`src/rtl/note_scheduler_pkg.sv`:
```
// Shared types and constants for the piano note scheduler: FSM states,
// song ROM word layout and the silent note code.
package note_scheduler_pkg;

  typedef enum logic [2:0] {
    IDLE,
    KEY_PLAY,
    FETCH_WAIT,
    FETCH_LOAD,
    SONG_NOTE,
    SONG_GAP
  } state_t;

  localparam int CODE_MSB = 11;
  localparam int CODE_LSB = 4;
  localparam int DUR_MSB  = 3;
  localparam int DUR_LSB  = 0;

  localparam logic [7:0] SILENT = 8'h00;

  function automatic int max3(input int a, input int b, input int c);
    int m;
    m = (a > b) ? a : b;
    return (m > c) ? m : c;
  endfunction

  // Bits needed to hold values 0..v inclusive.
  function automatic int width_for(input int v);
    return (v < 2) ? 1 : $clog2(v + 1);
  endfunction

endpackage

```
`src/rtl/note_scheduler_tick_timer.sv`:
```
// Prescaler plus tick down-counter shared by note, gap and key-hold timing.
// A start pulse makes its own cycle act as prescaler phase 0 with the new load.
module note_scheduler_tick_timer #(
  parameter int TICK_DIV = 50000,
  parameter int TW       = 11
) (
  input  logic          clk,
  input  logic          rst_n,
  input  logic          start,
  input  logic [TW-1:0] load,
  output logic          done
);

  localparam int PW = (TICK_DIV > 1) ? $clog2(TICK_DIV) : 1;

  logic [PW-1:0] pre_q;
  logic [PW-1:0] pre_eff;
  logic [TW-1:0] rem_q;
  logic [TW-1:0] rem_eff;
  logic          tick;

  always_comb begin
    pre_eff = start ? '0 : pre_q;
    rem_eff = start ? load : rem_q;
    tick    = (pre_eff == PW'(TICK_DIV - 1));
    done    = tick && (rem_eff == TW'(1));
  end

  always_ff @(posedge clk or negedge rst_n) begin
    if (!rst_n) begin
      pre_q <= '0;
      rem_q <= '0;
    end else begin
      pre_q <= tick ? '0 : pre_eff + 1'b1;
      if (tick && (rem_eff != '0)) begin
        rem_q <= rem_eff - 1'b1;
      end else begin
        rem_q <= rem_eff;
      end
    end
  end

endmodule

```
`src/rtl/note_scheduler.sv`:
```
// Chooses between live key notes and ROM song playback for the buzzer,
// display and ring enable; live keys always pre-empt the song.
module note_scheduler
  import note_scheduler_pkg::*;
#(
  parameter  int SONG_LEN       = 32,
  parameter  int TICK_DIV       = 50000,
  parameter  int UNIT_TICKS     = 125,
  parameter  int GAP_TICKS      = 20,
  parameter  int KEY_HOLD_UNITS = 2,
  localparam int AW             = (SONG_LEN > 1) ? $clog2(SONG_LEN) : 1
) (
  input  logic          iClk,
  input  logic          iReset_n,
  input  logic          iKeyValid,
  input  logic [7:0]    iKeyCode,
  input  logic          iPlayReq,
  input  logic          iStopReq,
  output logic [AW-1:0] oRomAddr,
  input  logic [11:0]   iRomData,
  output logic [7:0]    oFreqType,
  output logic          oRing,
  output logic          oBusy,
  output logic          oSource
);

  localparam int MAX_TICKS = max3(15 * UNIT_TICKS, GAP_TICKS, KEY_HOLD_UNITS * UNIT_TICKS);
  localparam int TW        = width_for(MAX_TICKS);

  localparam logic [TW-1:0] KEY_HOLD_TICKS = TW'(KEY_HOLD_UNITS * UNIT_TICKS);
  localparam logic [TW-1:0] GAP_LOAD       = TW'(GAP_TICKS);
  localparam logic [TW-1:0] UNIT_LOAD      = TW'(UNIT_TICKS);
  localparam logic [AW-1:0] LAST_ADDR      = AW'(SONG_LEN - 1);

  state_t        state;
  logic          timer_start;
  logic [TW-1:0] timer_load;
  logic          timer_done;

  logic          key_on;
  logic          key_off;
  logic [7:0]    rom_code;
  logic [3:0]    rom_dur;

  always_comb begin
    key_on   = iKeyValid && (iKeyCode != SILENT);
    key_off  = iKeyValid && (iKeyCode == SILENT);
    rom_code = iRomData[CODE_MSB:CODE_LSB];
    rom_dur  = iRomData[DUR_MSB:DUR_LSB];
  end

  note_scheduler_tick_timer #(
    .TICK_DIV (TICK_DIV),
    .TW       (TW)
  ) u_timer (
    .clk   (iClk),
    .rst_n (iReset_n),
    .start (timer_start),
    .load  (timer_load),
    .done  (timer_done)
  );

  // Outputs are registered together with the state they belong to, so every
  // transition is visible on the outputs right after its clock edge.
  always_ff @(posedge iClk or negedge iReset_n) begin
    if (!iReset_n) begin
      state       <= IDLE;
      oFreqType   <= SILENT;
      oRing       <= 1'b0;
      oBusy       <= 1'b0;
      oSource     <= 1'b0;
      oRomAddr    <= '0;
      timer_start <= 1'b0;
      timer_load  <= '0;
    end else begin
      timer_start <= 1'b0;
      if (iStopReq) begin
        state     <= IDLE;
        oFreqType <= SILENT;
        oRing     <= 1'b0;
        oBusy     <= 1'b0;
        oSource   <= 1'b0;
      end else if (key_on) begin
        state       <= KEY_PLAY;
        oFreqType   <= iKeyCode;
        oRing       <= 1'b1;
        oBusy       <= 1'b0;
        oSource     <= 1'b0;
        oRomAddr    <= '0;
        timer_start <= 1'b1;
        timer_load  <= KEY_HOLD_TICKS;
      end else if (iPlayReq && (state != KEY_PLAY)) begin
        state     <= FETCH_WAIT;
        oFreqType <= SILENT;
        oRing     <= 1'b0;
        oBusy     <= 1'b1;
        oSource   <= 1'b1;
        oRomAddr  <= '0;
      end else begin
        case (state)
          IDLE: begin
          end
          KEY_PLAY: begin
            if (key_off || timer_done) begin
              state     <= IDLE;
              oFreqType <= SILENT;
              oRing     <= 1'b0;
              oSource   <= 1'b0;
            end
          end
          FETCH_WAIT: begin
            state <= FETCH_LOAD;
          end
          // A zero duration marks the end of the song.
          FETCH_LOAD: begin
            if (rom_dur == 4'd0) begin
              state     <= IDLE;
              oFreqType <= SILENT;
              oRing     <= 1'b0;
              oBusy     <= 1'b0;
              oSource   <= 1'b0;
            end else begin
              state       <= SONG_NOTE;
              oFreqType   <= rom_code;
              oRing       <= (rom_code != SILENT);
              timer_start <= 1'b1;
              timer_load  <= TW'(rom_dur) * UNIT_LOAD;
            end
          end
          SONG_NOTE: begin
            if (timer_done) begin
              state       <= SONG_GAP;
              oFreqType   <= SILENT;
              oRing       <= 1'b0;
              timer_start <= 1'b1;
              timer_load  <= GAP_LOAD;
            end
          end
          SONG_GAP: begin
            if (timer_done) begin
              if (oRomAddr == LAST_ADDR) begin
                state   <= IDLE;
                oBusy   <= 1'b0;
                oSource <= 1'b0;
              end else begin
                state    <= FETCH_WAIT;
                oRomAddr <= oRomAddr + 1'b1;
              end
            end
          end
          default: begin
            state     <= IDLE;
            oFreqType <= SILENT;
            oRing     <= 1'b0;
            oBusy     <= 1'b0;
            oSource   <= 1'b0;
          end
        endcase
      end
    end
  end

endmodule
```
`config.mk`:
```
export PLATFORM = sky130hd
export DESIGN_NAME = note_scheduler
export DESIGN_NICKNAME = d
export VERILOG_FILES = /design/src/rtl/note_scheduler_pkg.sv /design/src/rtl/note_scheduler_tick_timer.sv /design/src/rtl/note_scheduler.sv
export SDC_FILE = /design/constraint.sdc
export NUM_CORES = 1
export LEC_CHECK = 0
export ABC_AREA = 1
export CORE_ASPECT_RATIO = 1.4
export CORE_UTILIZATION = 64
export CTS_BUF_LIST = sky130_fd_sc_hd__clkbuf_8
export DETAILED_ROUTE_END_ITERATION = 8
export GPL_ROUTABILITY_DRIVEN = 0
export PLACE_DENSITY_LB_ADDON = 0.12
export SLEW_MARGIN = 5
export SYNTH_ARGS = -nofsm -noshare
export SYNTH_HDL_FRONTEND = slang
export SYNTH_SLANG_ARGS = --single-unit
```
`constraint.sdc`:
```
create_clock -name iClk -period 5.7 [get_ports iClk]
set_input_delay 1.71 -clock iClk [delete_from_list [all_inputs] [get_ports iClk]]
set_output_delay 1.71 -clock iClk [all_outputs]
set_load 0.02 [all_outputs]
```
==> metrics, run 1 <==
outcome finished, final reports clean; post-synthesis sequential area ratio 36.7%; headroom to the max-slew limit 41.9%; first-pass GRT wire length 15400 um; CP Capture Type flop; startpoint types primary input; final slew viol count 0; Pre-antenna DRT Iters 5; Initial Utilization 67.0%; Port-buffer cells 40; Avg Cell Area, Syn 7.58 um2; leakage 2.34 nW; Fmax achieved 0.225 GHz; die height 95.0 um; CTS resizes 0; minimum clock period 4.44 ns; Via Count 3621; Top Ports 41; Area Overhead vs Synth 17.3%; clock skew 0.0119 ns; CTS hold repair buffers 0; Clock Pin Slew Worst Setup and Hold Paths 0.07 ns; post-layout util 78.6%; Max Cap Viol 0; # diodes 0; top cells by area, synth dfrtp_1 37%, nand2_1 12%, inv_1 6.8%, ha_1 6.6%, nand3_1 5.7%; clock root cell clkbuf_8; Routed WL 9150 um; post-place setup slack 0.929 ns; Final WS setup 1.26 ns; Final setup viols 0; worst vdd ir 0.189 mV; RSZ-0062 raised after global routing false; synth unique cells 38; setup tns final 0 ns; worst-path maximum fanout 6; clk_lat worst skew 0.35 ns; worst slew pin tran 0.871 ns; Residual DRC 0; Synth top area share 36.7%; gr usage total 32.3%; #FFs+latches synth 58; Initial DRC Count 321; CTS Sinks 58; antenna violations before repair 0; Wirelength per Cell 14.3 um; H-tree Lvls 3; row count 33; DP HPWL 6860 um; largest net degree at the start of global routing 59; via/cell ratio 5.64; Worst Setup Path Type in -> reg; syn_nets 575; CP arrival 4.66 ns; remaining global-route overflow 0; vias in the first global route 3495; Post-Syn Instances 522; core area 0.00590 mm2; Fin. Hold Viols 0; Hold WC Path Type reg -> reg; antenna viol nets, final 0; final period utilization 77.9%; Critical Path RT 5.92 ns; Post-CTS Setup Inserts 0; synth warn 0; pwr dens 274 mW/mm2; layout cells sized above 1 8.39%; nets 620; total power draw 0.00127 W; Die X 68.5 um; die area 0.00650 mm2; CTS tree built; cell taking the most area after synthesis dfrtp_1; Clock Path Buffers 2; Post-Syn Area 0.00396 mm2; total CTS buffers 9
sequential cells by signal, indices dropped and copies added, names as in the netlist:
name / count
oSource: 1
u_timer.pre_q: 16
u_timer.rem_q: 11
state: 3
oRing: 1
oRomAddr: 5
timer_load: 11
timer_start: 1
oBusy: 1
oFreqType: 8
power by group:
group	leakage, nW	switching (W)	internal, W
registers	0.760	0.0000281	0.000455
clock network	0.129	0.000172	0.000313
logic	1.46	0.000183	0.000120
cells in the final DEF, fill, tap and decap left out, types with 2 or more instances in the layout:
cell / synthesis / routed
dfrtp_1: 58 / 58
nor3b_1: 2 / 2
or2_2: 6 / 6
nor3_1: 11 / 11
clkdlybuf4s50_1: 0 / 39
o21ai_1: 9 / 9
clkbuf_8: 0 / 11
nor3_2: 2 / 2
xor2_1: 14 / 14
nand3_1: 45 / 45
nor2_1: 47 / 47
nand3_2: 2 / 2
nor2_2: 3 / 3
nor2_4: 2 / 2
nand2_2: 6 / 6
clkinv_2: 0 / 2
nand2_1: 122 / 122
o21ai_0: 33 / 33
buf_4: 1 / 2
ha_1: 21 / 21
o21ai_2: 2 / 2
nand4_1: 10 / 10
nor4_1: 3 / 3
mux2i_1: 2 / 2
fa_1: 7 / 7
inv_2: 3 / 3
inv_1: 72 / 72
bufinv_16: 0 / 3
xnor2_1: 6 / 6
a21oi_1: 16 / 16
cell families (layout without fill, tap and decap cells):
group,after synthesis,in the layout,synth area share [%]
AND/OR/NAND/NOR,266,266,30.8
AO/OA/AOI/OAI,64,64,8.60
flip-flops,58,58,36.7
buffers and inverters,84,134,8.82
XOR/XNOR,20,20,4.43
multiplexers,2,2,0.506
adder cells (fa/ha/maj),28,28,10.2
cell type report:
cell class | count | area (um2)
Tap cell | 70 | 87.6
Sequential cell | 58 | 1450
Inverter | 76 | 285
Timing Repair Buffer | 42 | 410
Fill cell | 428 | 1260
Clock buffer | 11 | 151
Clock inverter | 5 | 100
Multi-Input combinational cell | 380 | 2160
through the flow:
| stage | hold slack [ns] | std cells | instance area, um2 |
|---|---|---|---|
| 6_report | 0.490 | 642 | 4640 |
| 5_1_grt | 0.515 | 642 | 4640 |
| 4_1_cts | 0.493 | 642 | 4640 |
| 3_5_place_dp | 0.479 | 626 | 4390 |
| 3_3_place_gp | 0.470 | 626 | 4390 |
| 2_1_floorplan | 0.475 | 522 | 3960 |
layer usage:
layer | global-route usage [%] | wire [um] | vias up
met5 | 0 | 0 | -
met2 | 53.3 | 4770 | 151
met3 | 7.06 | 490 | 33
li1 | - | - | 1777
met1 | 38.5 | 3560 | 1660
met4 | 16.8 | 327 | 0
critical path, cell delays in order:
cell and delay, ns:
clkdlybuf4s50_1 0.55, fa_1 0.63, inv_1 0.10, fa_1 0.53
inv_1 0.05, ha_1 0.34, nand3_1 0.10, nand2_1 0.08
nand2_1 0.08, nand2_1 0.05, a21oi_1 0.17, xor2_1 0.18
o21ai_1 0.08
path summary, 6_finish.rpt:
path / start / end / slack (ns) / cells after the start
hold reg to reg: oFreqType[2] / oFreqType[2] / 0.49 / 2
hold / removal: oFreqType[2] / oFreqType[2] / 0.49 / 2
setup / recovery: iRomData[2] / timer_load[9] / 1.26 / 13
max in group asynchronous: iReset_n / state[1] / 3.73 / 2
setup reg to reg: timer_start / timer_load[5] / 2.62 / 13
min in group asynchronous: iReset_n / u_timer.rem_q[7] / 1.50 / 2
cell usage after synthesis:
master	number
a211oi_1	1
a21oi_1	16
a311oi_1	1
a32oi_1	1
and3_1	1
buf_4	1
buf_6	4
clkbuf_1	3
clkinv_1	1
dfrtp_1	58
fa_1	7
ha_1	21
inv_1	72
inv_2	3
mux2i_1	2
nand2_1	122
nand2_2	6
nand2_4	1
nand3_1	45
nand3_2	2
nand3b_1	1
nand4_1	10
nand4_2	1
nor2_1	47
nor2_2	3
nor2_4	2
nor3_1	11
nor3_2	2
nor3b_1	2
nor4_1	3
nor4_2	1
o211ai_1	1
o21ai_0	33
o21ai_1	9
o21ai_2	2
or2_2	6
xnor2_1	6
xor2_1	14
Note: power is estimated with default switching activity, not from simulation.
==> run 2, diff against run 1 <==
--- a/config.mk
+++ b/config.mk
@@ -7,7 +7,7 @@
 export LEC_CHECK = 0
 export ABC_AREA = 1
 export CORE_ASPECT_RATIO = 1.4
-export CORE_UTILIZATION = 64
+export CORE_UTILIZATION = 59
 export CTS_BUF_LIST = sky130_fd_sc_hd__clkbuf_8
 export DETAILED_ROUTE_END_ITERATION = 8
 export GPL_ROUTABILITY_DRIVEN = 0
==> constraint.sdc (replaced) <==
create_clock -name iClk -period 4.2 [get_ports iClk]
set_input_delay 1.26 -clock iClk [delete_from_list [all_inputs] [get_ports iClk]]
set_output_delay 1.26 -clock iClk [all_outputs]
set_load 0.02 [all_outputs]
==> metrics, run 2 (same netlist as run 1, synthesis figures left out) <==
Pre-antenna DRT Iters 6 (+1); CP cell instances clkdlybuf4s50_1 -> fa_1 -> inv_1 -> fa_1 -> inv_1 -> ha_1 -> a21oi_1 -> nand2_1 -> a21oi_1 -> o21ai_0 -> xnor2_1 -> o21ai_1; reg2reg setup slack 1.53 ns (-1.09 ns); FF-to-FF End timer_load[6]; worst-path maximum fanout 5 (-1); Fmax achieved 0.266 GHz; minimum clock period 3.76 ns; Port-buffer cells 40 (unchanged); Initial Utilization 62.4% (-4.6 points); Post-CTS Setup Inserts 0 (unchanged); gr usage total 27.6% (-4.7 points); DP HPWL 6940 um (+1.2%); nets 626 (+0.97%); layout cells sized above 1 9.34% (+0.95 points); most common cell after layout, fill and taps aside nand2_1; Area Overhead vs Synth 17.3% (unchanged); CP Depth 12 (-1); Max Cap Viol 0 (unchanged); startpoint types primary input; die height 98.9 um (+4.1%); total CTS buffers 9 (unchanged); reg2reg path depth 14 (+1); CP Capture Type flop; core area 0.00634 mm2 (+7.4%); clock root cell clkbuf_8; antenna viol nets, final 0 (unchanged); outcome finished, final reports clean; H-tree Lvls 3 (unchanged); largest register by flop count u_timer.pre_q; final slew viol count 0 (unchanged); Via Count 3632 (+0.30%); row count 34 (+3.0%); CP bufs+invs 3 (unchanged); clock skew 0.00685 ns (-0.00509 ns); headroom to the max-slew limit 45.8% (+3.9 points); die area 0.00704 mm2 (+8.3%); RSZ-0062 raised after global routing false; CTS Sinks 58 (unchanged); final period utilization 89.6%; largest net degree at the start of global routing 37 (-37%); dpl cell area 0.00444 mm2 (+1.1%); leakage 2.35 nW (+0.21%); crit path from iRomData[1]; # diodes 0 (unchanged); Worst Setup Path Type in -> reg; Critical Path RT 4.41 ns (-1.51 ns); Die X 71.2 um (+4.0%); kind of cell adding the most delay to the critical path adder cells; Fin. Hold Viols 0 (unchanged); post-route design area 0.00464 mm2 (unchanged); FF-to-FF Start timer_start; remaining global-route overflow 0 (unchanged); most frequent cells in the layout 122 x nand2_1, 72 x inv_1, 58 x dfrtp_1; Setup crit end timer_load[8]; Top Ports 41 (unchanged); via/cell ratio 5.59 (-0.93%); setup tns final 0 ns (unchanged); Initial DRC Count 289 (-10%); Residual DRC 0 (unchanged); Clock Pin Slew Worst Setup and Hold Paths 0.07 ns (about the same); worst vdd ir 0.172 mV (-8.9%); slowest CP cell fa_1; number of flip-flops in the largest register 16 (unchanged); Final setup viols 0 (unchanged); Wirelength per Cell 13.8 um (-3.0%); CTS resizes 0 (unchanged); pwr dens 343 mW/mm2 (+26%); antenna violations before repair 0 (unchanged); largest registers u_timer.pre_q (16), timer_load (11), u_timer.rem_q (11); Routed WL 8990 um (-1.8%); vias in the first global route 3599 (+3.0%); Clock Path Buffers 2 (unchanged); first-pass GRT wire length 15500 um (+0.62%); CP arrival 3.97 ns (-0.69 ns); CTS tree built; number of fill cells 498 (+16%); largest stage delay on the critical path 0.57 ns (-0.06 ns); Hold WC Path Type reg -> reg; worst slew pin tran 0.813 ns (-0.0579 ns); clk_lat worst skew 0.33 ns (-0.02 ns); CTS hold repair buffers 0 (unchanged)
## run 2: cell types whose count changed in the layout (fill, tap and decap cells not counted), sizes merged
cell	delta
buf	+6
bufinv	-2
clkinv	+1
clkinvlp	+1
## run 2: worst reg2reg max path, cell delays in order, from the launching register on
cell     delay [ns]
dfrtp_1        0.36
buf_4          0.22
inv_2          0.35
or2_2          0.20
o21ai_2        0.09
inv_1          0.10
ha_1           0.14
nand3_1        0.08
nor2_2         0.13
nand3_2        0.15
inv_2          0.12
nand4_2        0.26
nand2_2        0.25
nand2_1        0.08
nand2_1        0.06
## run 2: worst min path at each step
stage	cells after the start	to	start
after floorplan	2	timer_load[1]	timer_load[1]
after global placement	2	oFreqType[5]	oFreqType[5]
after detailed placement	2	oRing	oRing
after CTS	2	oRing	oRing
after global routing	2	oFreqType[4]	oFreqType[4]
final	2	oRing	oRing
## run 2: per-layer routing
metal	GRT usage (%)	routed length (um)	vias to the layer above
li1	-	-	1788
met1	31.6	3600	1659
met2	49.5	4610	147
met3	5.73	498	38
met4	11.4	278	0
met5	0	0	-
## run 2: final cells by class
cell class / count / area [um2] / area share (%)
clock buffers: 11 / 151 / 3.26
flip-flops and latches: 58 / 1450 / 31.3
clock inverters: 5 / 52.6 / 1.13
multi-input cells: 380 / 2160 / 46.4
inverters: 76 / 285 / 6.15
well taps: 72 / 90.1 / 1.94
repair buffers: 48 / 455 / 9.81
## run 2: power by group
part	leakage, nW	internal, W	switching (W)
Combinational	1.49	0.000166	0.000247
Clock	0.105	0.000303	0.000226
Sequential	0.760	0.000617	0.0000349
## run 2: stage by stage
stage,hold WS (ns),cells,util (%),total power [W],worst slack (ns)
detailed placement,0.468,634,70.0,0.00107,0.0716
floorplan,0.475,522,-,0.000943,0.656
CTS,0.485,650,73.2,0.00160,0.428
global placement,0.467,634,70.0,0.00106,0.159
finish,0.480,650,73.2,0.00159,0.436
global route,0.519,650,73.2,0.00169,0.212
